### src/rtl/serial_add_ctrl_pkg.sv
// Shared types and constants for the bit-serial adder controller.
package serial_add_ctrl_pkg;

  typedef enum logic [1:0] {
    IDLE = 2'd0,
    RUN  = 2'd1,
    DONE = 2'd2
  } state_t;

  localparam int DEFAULT_WIDTH = 8;

  // Bit counter width; a floor of 1 keeps the vector legal for tiny widths.
  function automatic int cnt_width(input int width);
    return (width > 1) ? $clog2(width) : 1;
  endfunction

endpackage

### src/rtl/serial_add_ctrl_if.sv
// Request/result bundle between a requester and the serial adder.
interface serial_add_ctrl_if #(
  parameter int WIDTH = serial_add_ctrl_pkg::DEFAULT_WIDTH
);
  logic             start;
  logic [WIDTH-1:0] a;
  logic [WIDTH-1:0] b;
  logic             cin;
  logic             busy;
  logic             done;
  logic [WIDTH-1:0] sum;
  logic             cout;

  modport master (output start, a, b, cin, input busy, done, sum, cout);
  modport slave  (input start, a, b, cin, output busy, done, sum, cout);
endinterface

### src/rtl/serial_add_ctrl_full_adder_1b.sv
// Single-bit full adder shared across all bit positions of the serial add.
module full_adder_1b (
  input  logic a,
  input  logic b,
  input  logic ci,
  output logic s,
  output logic co
);
  assign s  = a ^ b ^ ci;
  assign co = (a & b) | (ci & (a ^ b));
endmodule

### src/rtl/serial_add_ctrl.sv
// Bit-serial adder: captures operands on start, adds LSB first one bit per
// clock through a single full adder, then publishes {cout,sum} with a done pulse.
module serial_add_ctrl
  import serial_add_ctrl_pkg::*;
#(
  parameter int WIDTH = DEFAULT_WIDTH
) (
  input  logic               clk,
  input  logic               rst,
  serial_add_ctrl_if.slave   bus
);
  localparam int CW = cnt_width(WIDTH);
  localparam logic [CW-1:0] LAST_CNT = CW'(WIDTH - 1);

  state_t           state_reg, state_next;
  logic [WIDTH-1:0] a_sh_reg, a_sh_next;
  logic [WIDTH-1:0] b_sh_reg, b_sh_next;
  logic [WIDTH-1:0] res_reg, res_next;
  logic [WIDTH-1:0] sum_reg, sum_next;
  logic             carry_reg, carry_next;
  logic             cout_reg, cout_next;
  logic [CW-1:0]    cnt_reg, cnt_next;
  logic             fa_s, fa_co;

  full_adder_1b u_fa (
    .a  (a_sh_reg[0]),
    .b  (b_sh_reg[0]),
    .ci (carry_reg),
    .s  (fa_s),
    .co (fa_co)
  );

  always_ff @(posedge clk) begin
    if (rst) begin
      state_reg <= IDLE;
      a_sh_reg  <= '0;
      b_sh_reg  <= '0;
      res_reg   <= '0;
      sum_reg   <= '0;
      carry_reg <= 1'b0;
      cout_reg  <= 1'b0;
      cnt_reg   <= '0;
    end else begin
      state_reg <= state_next;
      a_sh_reg  <= a_sh_next;
      b_sh_reg  <= b_sh_next;
      res_reg   <= res_next;
      sum_reg   <= sum_next;
      carry_reg <= carry_next;
      cout_reg  <= cout_next;
      cnt_reg   <= cnt_next;
    end
  end

  always_comb begin
    state_next = state_reg;
    a_sh_next  = a_sh_reg;
    b_sh_next  = b_sh_reg;
    res_next   = res_reg;
    sum_next   = sum_reg;
    carry_next = carry_reg;
    cout_next  = cout_reg;
    cnt_next   = cnt_reg;
    case (state_reg)
      IDLE: begin
        if (bus.start) begin
          a_sh_next  = bus.a;
          b_sh_next  = bus.b;
          carry_next = bus.cin;
          cnt_next   = '0;
          state_next = RUN;
        end
      end
      RUN: begin
        a_sh_next  = a_sh_reg >> 1;
        b_sh_next  = b_sh_reg >> 1;
        res_next   = {fa_s, res_reg[WIDTH-1:1]};
        carry_next = fa_co;
        // The final bit lands in the same edge that publishes the result.
        if (cnt_reg == LAST_CNT) begin
          sum_next   = {fa_s, res_reg[WIDTH-1:1]};
          cout_next  = fa_co;
          state_next = DONE;
        end else begin
          cnt_next = cnt_reg + 1'b1;
        end
      end
      DONE:    state_next = IDLE;
      default: state_next = IDLE;
    endcase
  end

  assign bus.busy = (state_reg == RUN);
  assign bus.done = (state_reg == DONE);
  assign bus.sum  = sum_reg;
  assign bus.cout = cout_reg;

endmodule

### src/flat_wrapper.sv
// flat-port wrapper written by rule: the top's interface ports become plain ports
module serial_add_ctrl_flat import serial_add_ctrl_pkg::*;
#(
  parameter int WIDTH = DEFAULT_WIDTH
)
  (clk, rst, bus_start, bus_a, bus_b, bus_cin, bus_busy, bus_done, bus_sum, bus_cout);
  serial_add_ctrl_if #(.WIDTH(WIDTH)) bus_i ();
  input  logic clk;
  input  logic rst;
  input wire logic [$bits(bus_i.start)-1:0] bus_start;
  input wire logic [$bits(bus_i.a)-1:0] bus_a;
  input wire logic [$bits(bus_i.b)-1:0] bus_b;
  input wire logic [$bits(bus_i.cin)-1:0] bus_cin;
  output wire logic [$bits(bus_i.busy)-1:0] bus_busy;
  output wire logic [$bits(bus_i.done)-1:0] bus_done;
  output wire logic [$bits(bus_i.sum)-1:0] bus_sum;
  output wire logic [$bits(bus_i.cout)-1:0] bus_cout;
  assign bus_i.start = bus_start;
  assign bus_i.a = bus_a;
  assign bus_i.b = bus_b;
  assign bus_i.cin = bus_cin;
  assign bus_busy = bus_i.busy;
  assign bus_done = bus_i.done;
  assign bus_sum = bus_i.sum;
  assign bus_cout = bus_i.cout;
  serial_add_ctrl #(.WIDTH(WIDTH)) u_core (.clk(clk), .rst(rst), .bus(bus_i));
endmodule
### config.mk
export PLATFORM = sky130hd
export DESIGN_NAME = serial_add_ctrl_flat
export DESIGN_NICKNAME = d
export VERILOG_FILES = /design/src/rtl/serial_add_ctrl_pkg.sv /design/src/rtl/serial_add_ctrl_if.sv /design/src/rtl/serial_add_ctrl_full_adder_1b.sv /design/src/rtl/serial_add_ctrl.sv /design/src/flat_wrapper.sv
export SDC_FILE = /design/constraint.sdc
export NUM_CORES = 1
export LEC_CHECK = 0
export ABC_AREA = 1
export ABC_CLOCK_PERIOD_IN_PS = 1700
export CAP_MARGIN = 20
export CORE_ASPECT_RATIO = 1.2
export CORE_UTILIZATION = 52
export DETAILED_ROUTE_END_ITERATION = 7
export PLACE_DENSITY = 0.8
export SYNTH_ARGS = -nofsm -noshare
export SYNTH_HDL_FRONTEND = slang
export SYNTH_HIERARCHICAL = 1
export SYNTH_SLANG_ARGS = --single-unit
export TNS_END_PERCENT = 20
### constraint.sdc
create_clock -name clk -period 1.7 [get_ports clk]
set_input_delay 0.34 -clock clk [delete_from_list [all_inputs] [get_ports clk]]
set_output_delay 0.34 -clock clk [all_outputs]
set_load 0.03 [all_outputs]
# Yosys cells after proc, flatten, opt, wreduce, memory -nomap -nowiden
# Index checks and enable logic that the tools add are counted.
dict set report classes {
  addsub 1
  n_eq_ne 6
  muxes 12
  bitwise_logic 5
  reduce_logical 6
}
# operator n
set op_table {}
lappend op_table {{$pmux W8 S2} 2}
lappend op_table {{$mux W8} 2}
lappend op_table {{$mux W3} 2}
lappend op_table {{$pmux W3 S2} 1}
lappend op_table {{$reduce_and A2 Y1} 3}
lappend op_table {{$mux W2} 2}
lappend op_table {{$ne A2 B2 Y1 const B} 2}
lappend op_table {{$pmux W2 S2} 1}
lappend op_table {{$add A3 B1 Y3 const B} 1}
lappend op_table {{$eq A3 B3 Y1 const B} 1}
lappend op_table {{$reduce_and A3 Y1} 1}
lappend op_table {{$and A1 B1 Y1} 2}
lappend op_table {{$eq A2 B1 Y1 const B} 1}
lappend op_table {{$eq A2 B2 Y1 const B} 1}
lappend op_table {{$logic_not A2 Y1} 1}
lappend op_table {{$ne A2 B1 Y1 const B} 1}
lappend op_table {{$pmux W1 S2} 1}
lappend op_table {{$reduce_bool A2 Y1} 1}
lappend op_table {{$xor A1 B1 Y1} 2}
lappend op_table {{$mux W1} 1}
lappend op_table {{$or A1 B1 Y1} 1}
dict set report word_totals {
  reg_bits 39
  in_bits 20
  out_inout_bits 11
  wordCells 38
}

# Longest topological paths before layout
# Gate-level depths: netlist (run 1).
dict set report logic_depth {
  depth_word 4
  ltp_mapped 8
  ltp_nobuf 8
}

# Cells and area by module
# Netlist (run 1), hierarchy kept.
# mod instances cells_each area_each_um2 seq_area_each_um2
set modules_own_cells {}
lappend modules_own_cells {serial_add_ctrl 1 262 1809.2 760.7}
lappend modules_own_cells {full_adder_1b 1 1 20.0 0.0}

# Worst setup path before layout (run 1)
# OpenSTA, ideal clock, no wires.
dict set report synth_path {
  path_kind {reg-to-output}
  startpoint {register u_core.state_reg[1]}
  endpoint {output port bus_done}
  arrival_time_ns 0.933
  required_time_ns 1.360
  slack_ns 0.427
  path_stages_with_launch 3
  path_buffers 0
  path_cell_list {dfxtp_1 inv_4 nor2_1}
}
dict set report synth_via {
  elab_chain_cells 1
}
# item line
set synth_lines {}
lappend synth_lines {{start: declaration} serial_add_ctrl.sv:15} ;# state_t state_reg, state_next;
lappend synth_lines {{start signal: assignment} serial_add_ctrl.sv:44} ;# state_reg <= state_next;
lappend synth_lines {{$eq A2 B2 Y1} serial_add_ctrl.sv:94} ;# assign bus.done = (state_reg == DONE);
lappend synth_lines {{end: declaration} flat_wrapper.sv:15} ;# output wire logic [$bits(bus_i.done)-1:0] bus_done;
# No other way between the ends.

# Worst setup path in the final report (run 1)
dict set report layout_path {
  startpoint {register u_core.sum_reg[3] (netlist: u_core/bus.sum[3])}
  endpoint {output port bus_sum[3]}
}
# item line
set layout_rtl {}
lappend layout_rtl {{start: declaration} serial_add_ctrl.sv:19} ;# logic [WIDTH-1:0] sum_reg, sum_next;
lappend layout_rtl {{start signal: assignment} serial_add_ctrl.sv:48} ;# sum_reg <= sum_next;
lappend layout_rtl {{end: declaration} flat_wrapper.sv:16} ;# output wire logic [$bits(bus_i.sum)-1:0] bus_sum;
# No word-level cell between the ends.

==> results_dict.tcl, run 1 <==
set metrics [dict create \
    tritoncts "built" \
    slowest_delay_ns 0.66 \
    final.period_utilization_pct 96.2 \
    drv_slew 0 \
    placed_cell_area_um2 2140 \
    grt_usage_pct 20.9 \
    fill_cells 296 \
    drc 0 \
    routed_via_density 4.82 \
    endpoint_kind "primary output" \
    cts_buffer_depth 2 \
    core_area_um2 3340 \
    rr_endpoint "u_core/bus.cout" \
    start_util_pct 54.8 \
    cts_sinks 38 \
    worstReg2RegStart "u_core/cnt_reg[1]" \
    leakage_nw 1.08 \
    grt_pass1_wl_um 6070 \
    whs_path_depth 2 \
    dieArea_um2 3760 \
    ir_drop_uv 712 \
    die_h_um 67.0 \
    grt_max_degree 33 \
    io_pins 31 \
    avgSynthCellArea_um2 6.96 \
    setup_violations 0 \
    worst_setup_path_start_kind "flop" \
    pwr_density_cell_nw_per_um2 906 \
    drt_wl_total_um 3440 \
    ff2ff_setup_slack_ns 0.38 \
    grt_pass1_vias 1432 \
    fmax_mhz 612 \
    gr-total-overflow 0 \
    syn_inst 263 \
    worstMarginPinSlew_ns 0.315 \
    post-dp-hpwl_um 2390 \
    layout_commonest_cell "nand2_1" \
    outcome "finished, final reports clean" \
    clk_pin_slew_worst_paths_ns 0.08 \
    crit_arrival_ns 1.30 \
    rows 23 \
    path_delay_family "buffers and inverters" \
    ys_seq_area_share_pct 41.6 \
    cp.depth 1 \
    skew_ns 0.00667 \
    antenna_found_initial 0 \
    htreeDepth 2 \
    rsz0062_at_grt "false" \
    power_mw 2.04 \
    cap_violations 0 \
    crit_path_cell_trace "clkdlybuf4s50_1" \
    avgRoutedWirePerCell_um 10.2 \
    ys.flop_type "dfxtp_1" \
    synth_edf_count 0 \
    startpoint "u_core/bus.sum[3]" \
    antenna_cells 0 \
    cts_buffers 5 \
    layout_common_cells "nand2_1 (88), nor2_1 (50), dfxtp_1 (38), clkdlybuf4s50_1 (27), inv_1 (24)" \
    drtIter0Drc 37 \
    crit_buf_inv 1 \
    tns_ns 0 \
    ys_types 21 \
    hold_violations 0 \
    worstRegToRegCells 8 \
    clock-root-buffer "clkbuf_8" \
    die_x_um 56.1 \
    ant_nets 0 \
    dr.pass1.iters 4 \
    worst_slack_ns 0.0650 \
    syn_to_final_growth_pct 22.8 \
    port-buffer-count 30 \
    worstSetupPathType "flop to primary output" \
    drive_above_1_share_pct 12.7 \
    cp.required_ns 1.36 \
    netlist_area_um2 1830 \
    via_count 1619 \
    postCtsHoldBufs 0 \
    crit_path_top_delay_cell "clkdlybuf4s50_1" \
    gp_congestion 0.731 \
    worst_hold_slack_ns 0.461 \
    synthesis.nets 286 \
    yosys_warnings 6 \
    place_ws_ns 0.155 \
    crit_fanout 2 \
    hold_path.class "flop to flop" \
    period_minus_slack_ns 1.64 \
    relSlewSlack_pct 79.0 \
    post_cts_buffers 0 \
    clk-insertion-delay-late_ns 0.29 \
    async_flop_share_pct 0 \
    layout.nets 321 \
    critPathCapture "bus_sum[3]" \
    synth_seq_cells 38 \
    final_area_um2 2250 \
]
per-layer routing:
metal	track usage (%)	wire length (um)	vias to the layer above
li1	-	-	855
met1	24.2	1610	733
met2	36.0	1670	25
met3	5.83	100	6
met4	9.15	63	0
met5	0	0	-
cell families after synthesis:
group	Yosys count	share of synthesized area [%]
DFF	38	41.6
and+or+nand+nor	163	37.6
buffers and inverters	39	12.3
AOI/OAI and AO/OA	20	6.09
adders and majority gates	3	2.46
where the power goes:
part	switching [mW]	internal [mW]	total, mW
clock network	0.322	0.432	0.753
registers	0.0294	0.944	0.973
logic	0.170	0.139	0.309
total	0.521	1.51	2.04
cell type report:
cell class              count  area, um^2  share of cell area [%]
repair buffers             39         379                    16.9
inverters                  28         108                    4.79
well taps                  37        46.3                    2.06
flip-flops and latches     38         761                    33.9
clock buffers               5        68.8                    3.06
multi-input cells         186         843                    37.5
clock inverters             3        40.0                    1.78
timing repair:
action | CTS | global route
endpoints found under the setup margin | 1 | 1
resized for setup | 1 | 1
endpoints found under the hold margin | 0 | 0
cells in the mapped netlist, types with 2 or more instances:
cell | instances | area [um^2]
a21oi_1 | 5 | 25.0
buf_6 | 6 | 67.6
clkbuf_1 | 2 | 7.51
clkbuf_8 | 2 | 27.5
dfxtp_1 | 38 | 761
ha_1 | 2 | 25.0
inv_1 | 24 | 90.1
inv_2 | 2 | 7.51
nand2_1 | 88 | 330
nand2_2 | 2 | 12.5
nand3_1 | 9 | 45.0
nor2_1 | 50 | 188
nor2_2 | 11 | 68.8
nor2_4 | 2 | 22.5
o21ai_0 | 14 | 70.1
stage by stage:
step	cells	util [%]
floorplan	263	-
global placement	328	64.0
detailed placement	328	64.0
CTS	336	67.2
global route	336	67.3
finish	336	67.3
how the worst min path moves through the flow:
stage | from | to
floorplan | rst | u_core/a_sh_reg[7]
global placement | u_core/a_sh_reg[7] | u_core/a_sh_reg[7]
detailed placement | u_core/b_sh_reg[7] | u_core/b_sh_reg[7]
CTS | u_core/b_sh_reg[7] | u_core/b_sh_reg[7]
global route | u_core/a_sh_reg[7] | u_core/a_sh_reg[7]
finish | u_core/a_sh_reg[7] | u_core/a_sh_reg[7]
Power figures use the tool's default switching activity.
==> run 2, diff against run 1 <==
--- a/config.mk
+++ b/config.mk
@@ -12,6 +12,7 @@
 export CORE_UTILIZATION = 52
 export DETAILED_ROUTE_END_ITERATION = 7
 export PLACE_DENSITY = 0.8
+export SKIP_CTS_REPAIR_TIMING = 1
 export SYNTH_ARGS = -nofsm -noshare
 export SYNTH_HDL_FRONTEND = slang
 export SYNTH_HIERARCHICAL = 1
==> run 2 against run 1 <==
Fmax did not move. Total power about the same. Core utilization is 0.11 points higher. Routed wire length about the same. Sequential power is essentially flat. Sequential share of layout area down 0.057 points. Largest cell class unchanged. Largest power group unchanged. Highest routed layer unchanged.
==> results_dict.tcl, run 2 (synthesis gave the netlist of run 1 again) <==
set metrics [dict create \
    layout_common_cells "nand2_1 (88), nor2_1 (50), dfxtp_1 (38), clkdlybuf4s50_1 (27), inv_1 (24)" \
    startpoint "u_core/bus.sum[3]" \
    skew_ns 0.00667 \
    htreeDepth 2 \
    crit_path_top_delay_cell "clkdlybuf4s50_1" \
    routed_via_density 4.82 \
    rsz0062_at_grt "false" \
    path_delay_family "buffers and inverters" \
    worst_setup_path_start_kind "flop" \
    cts_buffer_depth 2 \
    cts_buffers 5 \
    rows 23 \
    io_pins 31 \
    cap_violations 0 \
    syn_to_final_growth_pct 23.0 \
    antenna_found_initial 0 \
    drive_above_1_share_pct 12.7 \
    antenna_cells 0 \
    start_util_pct 54.8 \
    relSlewSlack_pct 79.0 \
    multi_input_area_um2 843 \
    post-dp-hpwl_um 2390 \
    pwr_density_cell_nw_per_um2 905 \
    die_h_um 67.0 \
    ant_nets 0 \
    cp.required_ns 1.36 \
    grt_pass1_vias 1432 \
    port-buffer-count 30 \
    layout_commonest_cell "nand2_1" \
    ir_drop_uv 712 \
    worstReg2RegStart "u_core/cnt_reg[1]" \
    via_count 1619 \
    seq_area_um2 761 \
    drc 0 \
    crit_path_cell_trace "clkdlybuf4s50_1" \
    setup_violations 0 \
    endpoint_kind "primary output" \
    grt_usage_pct 20.9 \
    worst_hold_slack_ns 0.461 \
    worstMarginPinSlew_ns 0.315 \
    crit_arrival_ns 1.30 \
    fill_cells 296 \
    core_area_um2 3340 \
    final.period_utilization_pct 96.2 \
    clk-insertion-delay-late_ns 0.29 \
    gr-total-overflow 0 \
    crit_buf_inv 1 \
    drt_wl_total_um 3440 \
    drtIter0Drc 37 \
    post-route-util_pct 67.4 \
    period_minus_slack_ns 1.64 \
    worstSetupPathType "flop to primary output" \
    grt_pass1_wl_um 6070 \
    grt_max_degree 33 \
    dieArea_um2 3760 \
    layout.nets 321 \
    fmax_mhz 612 \
    hold_violations 0 \
    cts_sinks 38 \
    final_cells 336 \
    hold_start "u_core/a_sh_reg[7]" \
    clock-root-buffer "clkbuf_8" \
    tns_ns 0 \
    hold_path.class "flop to flop" \
    dr.pass1.iters 4 \
    avgRoutedWirePerCell_um 10.2 \
    die_x_um 56.1 \
    outcome "finished, final reports clean" \
    dp_cells 328 \
    drv_slew 0 \
    tritoncts "built" \
    leakage_nw 1.10 \
    clk_pin_slew_worst_paths_ns 0.08 \
    gp_congestion 0.731 \
    slowest_delay_ns 0.66 \
    crit_fanout 2 \
]
## run 2: routing by layer
metal	global-route usage (%)	share of wire [%]	vias to the layer above	wire length (um)
met5	0	0	-	0
met4	9.15	1.8	0	63
li1	-	-	855	-
met3	5.83	2.9	6	100
met1	24.2	47	733	1610
met2	36.0	48	25	1670
## run 2: cell type report
| cell class | instances | share of cell area [%] |
|---|---|---|
| Inverter | 28 | 4.78 |
| Tap cell | 37 | 2.06 |
| Clock buffer | 5 | 3.06 |
| Clock inverter | 3 | 1.78 |
| Sequential cell | 38 | 33.8 |
| Multi-Input combinational cell | 186 | 37.5 |
| Timing Repair Buffer | 39 | 17.0 |
## run 2: worst paths after layout
path	depth (start not counted)	to	slack, ns
max	1	bus_sum[3]	0.06
min	2	u_core/a_sh_reg[7]	0.46
max reg2reg	8	u_core/bus.cout	0.38
min reg2reg	2	u_core/a_sh_reg[7]	0.46
## run 2: worst min-delay path, stage by stage (launching register included)
cell and delay, ns:
dfxtp_1 0.31, nand2_1 0.06, a21oi_1 0.05
## run 2: power breakdown
part	total (mW)	internal (mW)	switching (mW)
logic	0.309	0.139	0.170
registers	0.973	0.944	0.0294
clock network	0.753	0.432	0.322
## run 2: per-stage QoR
stage               setup WS [ns]  instance area, um^2  total power, mW
floorplan                   0.427                 1830             1.22
global placement            0.152                 2140             1.29
detailed placement          0.155                 2140             1.30
CTS                        -0.177                 2240             2.05
global route              0.00228                 2250             2.14
finish                     0.0650                 2250             2.04
==> patch: new RTL, flow settings as in run 2 <==
The 3 states of `state_t` get a one-hot encoding in 3 bits.
--- a/src/rtl/serial_add_ctrl_pkg.sv
+++ b/src/rtl/serial_add_ctrl_pkg.sv
@@ -1,10 +1,10 @@
 // Shared types and constants for the bit-serial adder controller.
 package serial_add_ctrl_pkg;
 
-  typedef enum logic [1:0] {
-    IDLE = 2'd0,
-    RUN  = 2'd1,
-    DONE = 2'd2
+  typedef enum logic [2:0] {
+    IDLE = 3'b001,
+    RUN  = 3'b010,
+    DONE = 3'b100
   } state_t;
 
   localparam int DEFAULT_WIDTH = 8;
Function: same outputs for any inputs over 10 cycles, from zero or initial values and one cycle with rst high; not proved beyond that.
==> patch against run 2 <==
- non-clock buffer count rose by 2
- power rose by 5.9%
- wire length rose by 11%
- cell area rose by 2.0%
- register-to-register slack got worse by 0.11 ns
- sequential power rose by 2%
- core utilization rose by 1.9 points
- sequential cell count rose by 1
- count of clock-buffer cells in the layout rose by 1
- worst setup slack improved by 0.0099 ns
- area after synthesis fell by 2.0%
- largest power group unchanged
==> patch: results <==
group,metric,value,unit
grt,grt_max_degree,34,
yosys,synth_compound_area_share,7.048,%
cts,clock_latency,0.29,ns
route,vias,1648,
route,met2_length,1902,um
route,drt_iter0_drc,43,
route,firstDrtPassIters,4,
yosys,synth.area.top_cells,"dfxtp_1, nand2_1, nor2_1",
placed_design,gp_congestion,0.7840,
layout,final_nets,305,
cts,ctsLongestPathBuffers,2,
yosys,synth_fa_ha_area_share,2.512,%
timing,worst_clock_skew,0.006214,ns
layout,fill_cells,288,
route,wl,3832,um
hold_path,min_path_type,"register to register",
layout,insertedDiodeCount,0,
grt,track_usage,22.84,%
layout,drive_gt1_share,10.25,%
placed_design,hpwlAfterDp,2461,um
cts,clockRootBuffer,"clkbuf_8",
placed_design,dp_slack,0.2079,ns
grt,antenna_found_initial,0,
yosys,async_reset_ff_share,0,%
cts,cts_buffers,5,
cts,clk_pin_slew_worst_paths,0.08,ns
worst_setup_path,path_delay_family,"buffers and inverters",
yosys,synth_commonest_cells,"nand2_1, nor2_1, dfxtp_1",
placed_design,dpl_cell_area,0.002147,mm^2
power_and_ir_drop,p_leak,1.019,nW
worst_setup_path,slowest_stage,"clkdlybuf4s50_1",
power_and_ir_drop,peakVddDrop,0.7734,mV
grt,grt_pass1_wl,6465,um
route,wl_met3,125,um
yosys,synth_xor_area_share,0,%
route,wl_met1,1728,um
cts,ctsHtreeMaxLevel,2,
run_status,status,"finished, final reports clean",
yosys,muxShareOfSynthArea,0,%
route,top_layer_used,"met4",
yosys,synth.distinct_cells,22,
yosys,syn_avg_cell_area,7.230,um^2
grt,grt_pass1_vias,1488,
placed_design,dp.cells,310,
worst_setup_path,critPathMaxFanout,2,
timing,slew_headroom,75.90,%
worst_setup_path,cp_slowest_stage_delay,0.66,ns
yosys,synth_warnings,6,
yosys,synth_nets,271,
yosys,synth_seq_area_share,43.55,%
route,drt-vias-per-instance,5.150,
placed_design,place.port_buffers,30,
[patch: cell count changes after synthesis, sizes merged, moves of 2 or more]
| cell | before | now |
|---|---|---|
| o21ai | 15 | 12 |
| nand2 | 91 | 66 |
| nand3 | 9 | 19 |
| nor3 | 0 | 2 |
| inv | 27 | 6 |
| nor2 | 63 | 58 |
| a21oi | 5 | 11 |
| nand3b | 0 | 15 |
| buf | 7 | 11 |
[patch: worst paths after layout]
path | slack, ns | from | depth (start not counted) | to
setup / recovery | 0.07 | u_core/bus.sum[7] | 1 | bus_sum[7]
hold / removal | 0.48 | u_core/res_reg[5] | 2 | u_core/res_reg[4]
setup reg to reg | 0.27 | u_core/state_reg[1] | 7 | u_core/bus.sum[6]
hold reg to reg | 0.48 | u_core/res_reg[5] | 2 | u_core/res_reg[4]
[patch: cell families after synthesis]
kind of cell	Yosys count
and+or+nand+nor	161
AOI/OAI and AO/OA	23
adders and majority gates	3
DFF	39
buffers and inverters	22
[patch: area by class of cell]
cell class | instances | area, um^2 | share of cell area (%)
flip-flops and latches | 39 | 780.7 | 34.02
well taps | 37 | 46.29 | 2.017
repair buffers | 41 | 402.9 | 17.56
clock inverters | 2 | 60.06 | 2.617
inverters | 8 | 30.03 | 1.309
multi-input cells | 187 | 902.1 | 39.31
clock buffers | 6 | 72.57 | 3.162
[patch: layer usage]
metal	up-vias	global-route usage [%]
li1	857	-
met1	751	26.58
met2	32	39.91
met3	8	5.284
met4	0	10.31
met5	-	0
[patch: power by group]
part | internal (mW) | total [mW] | switching [mW]
clock network | 0.587 | 0.899 | 0.313
logic | 0.130 | 0.269 | 0.139
registers | 0.960 | 0.988 | 0.0274
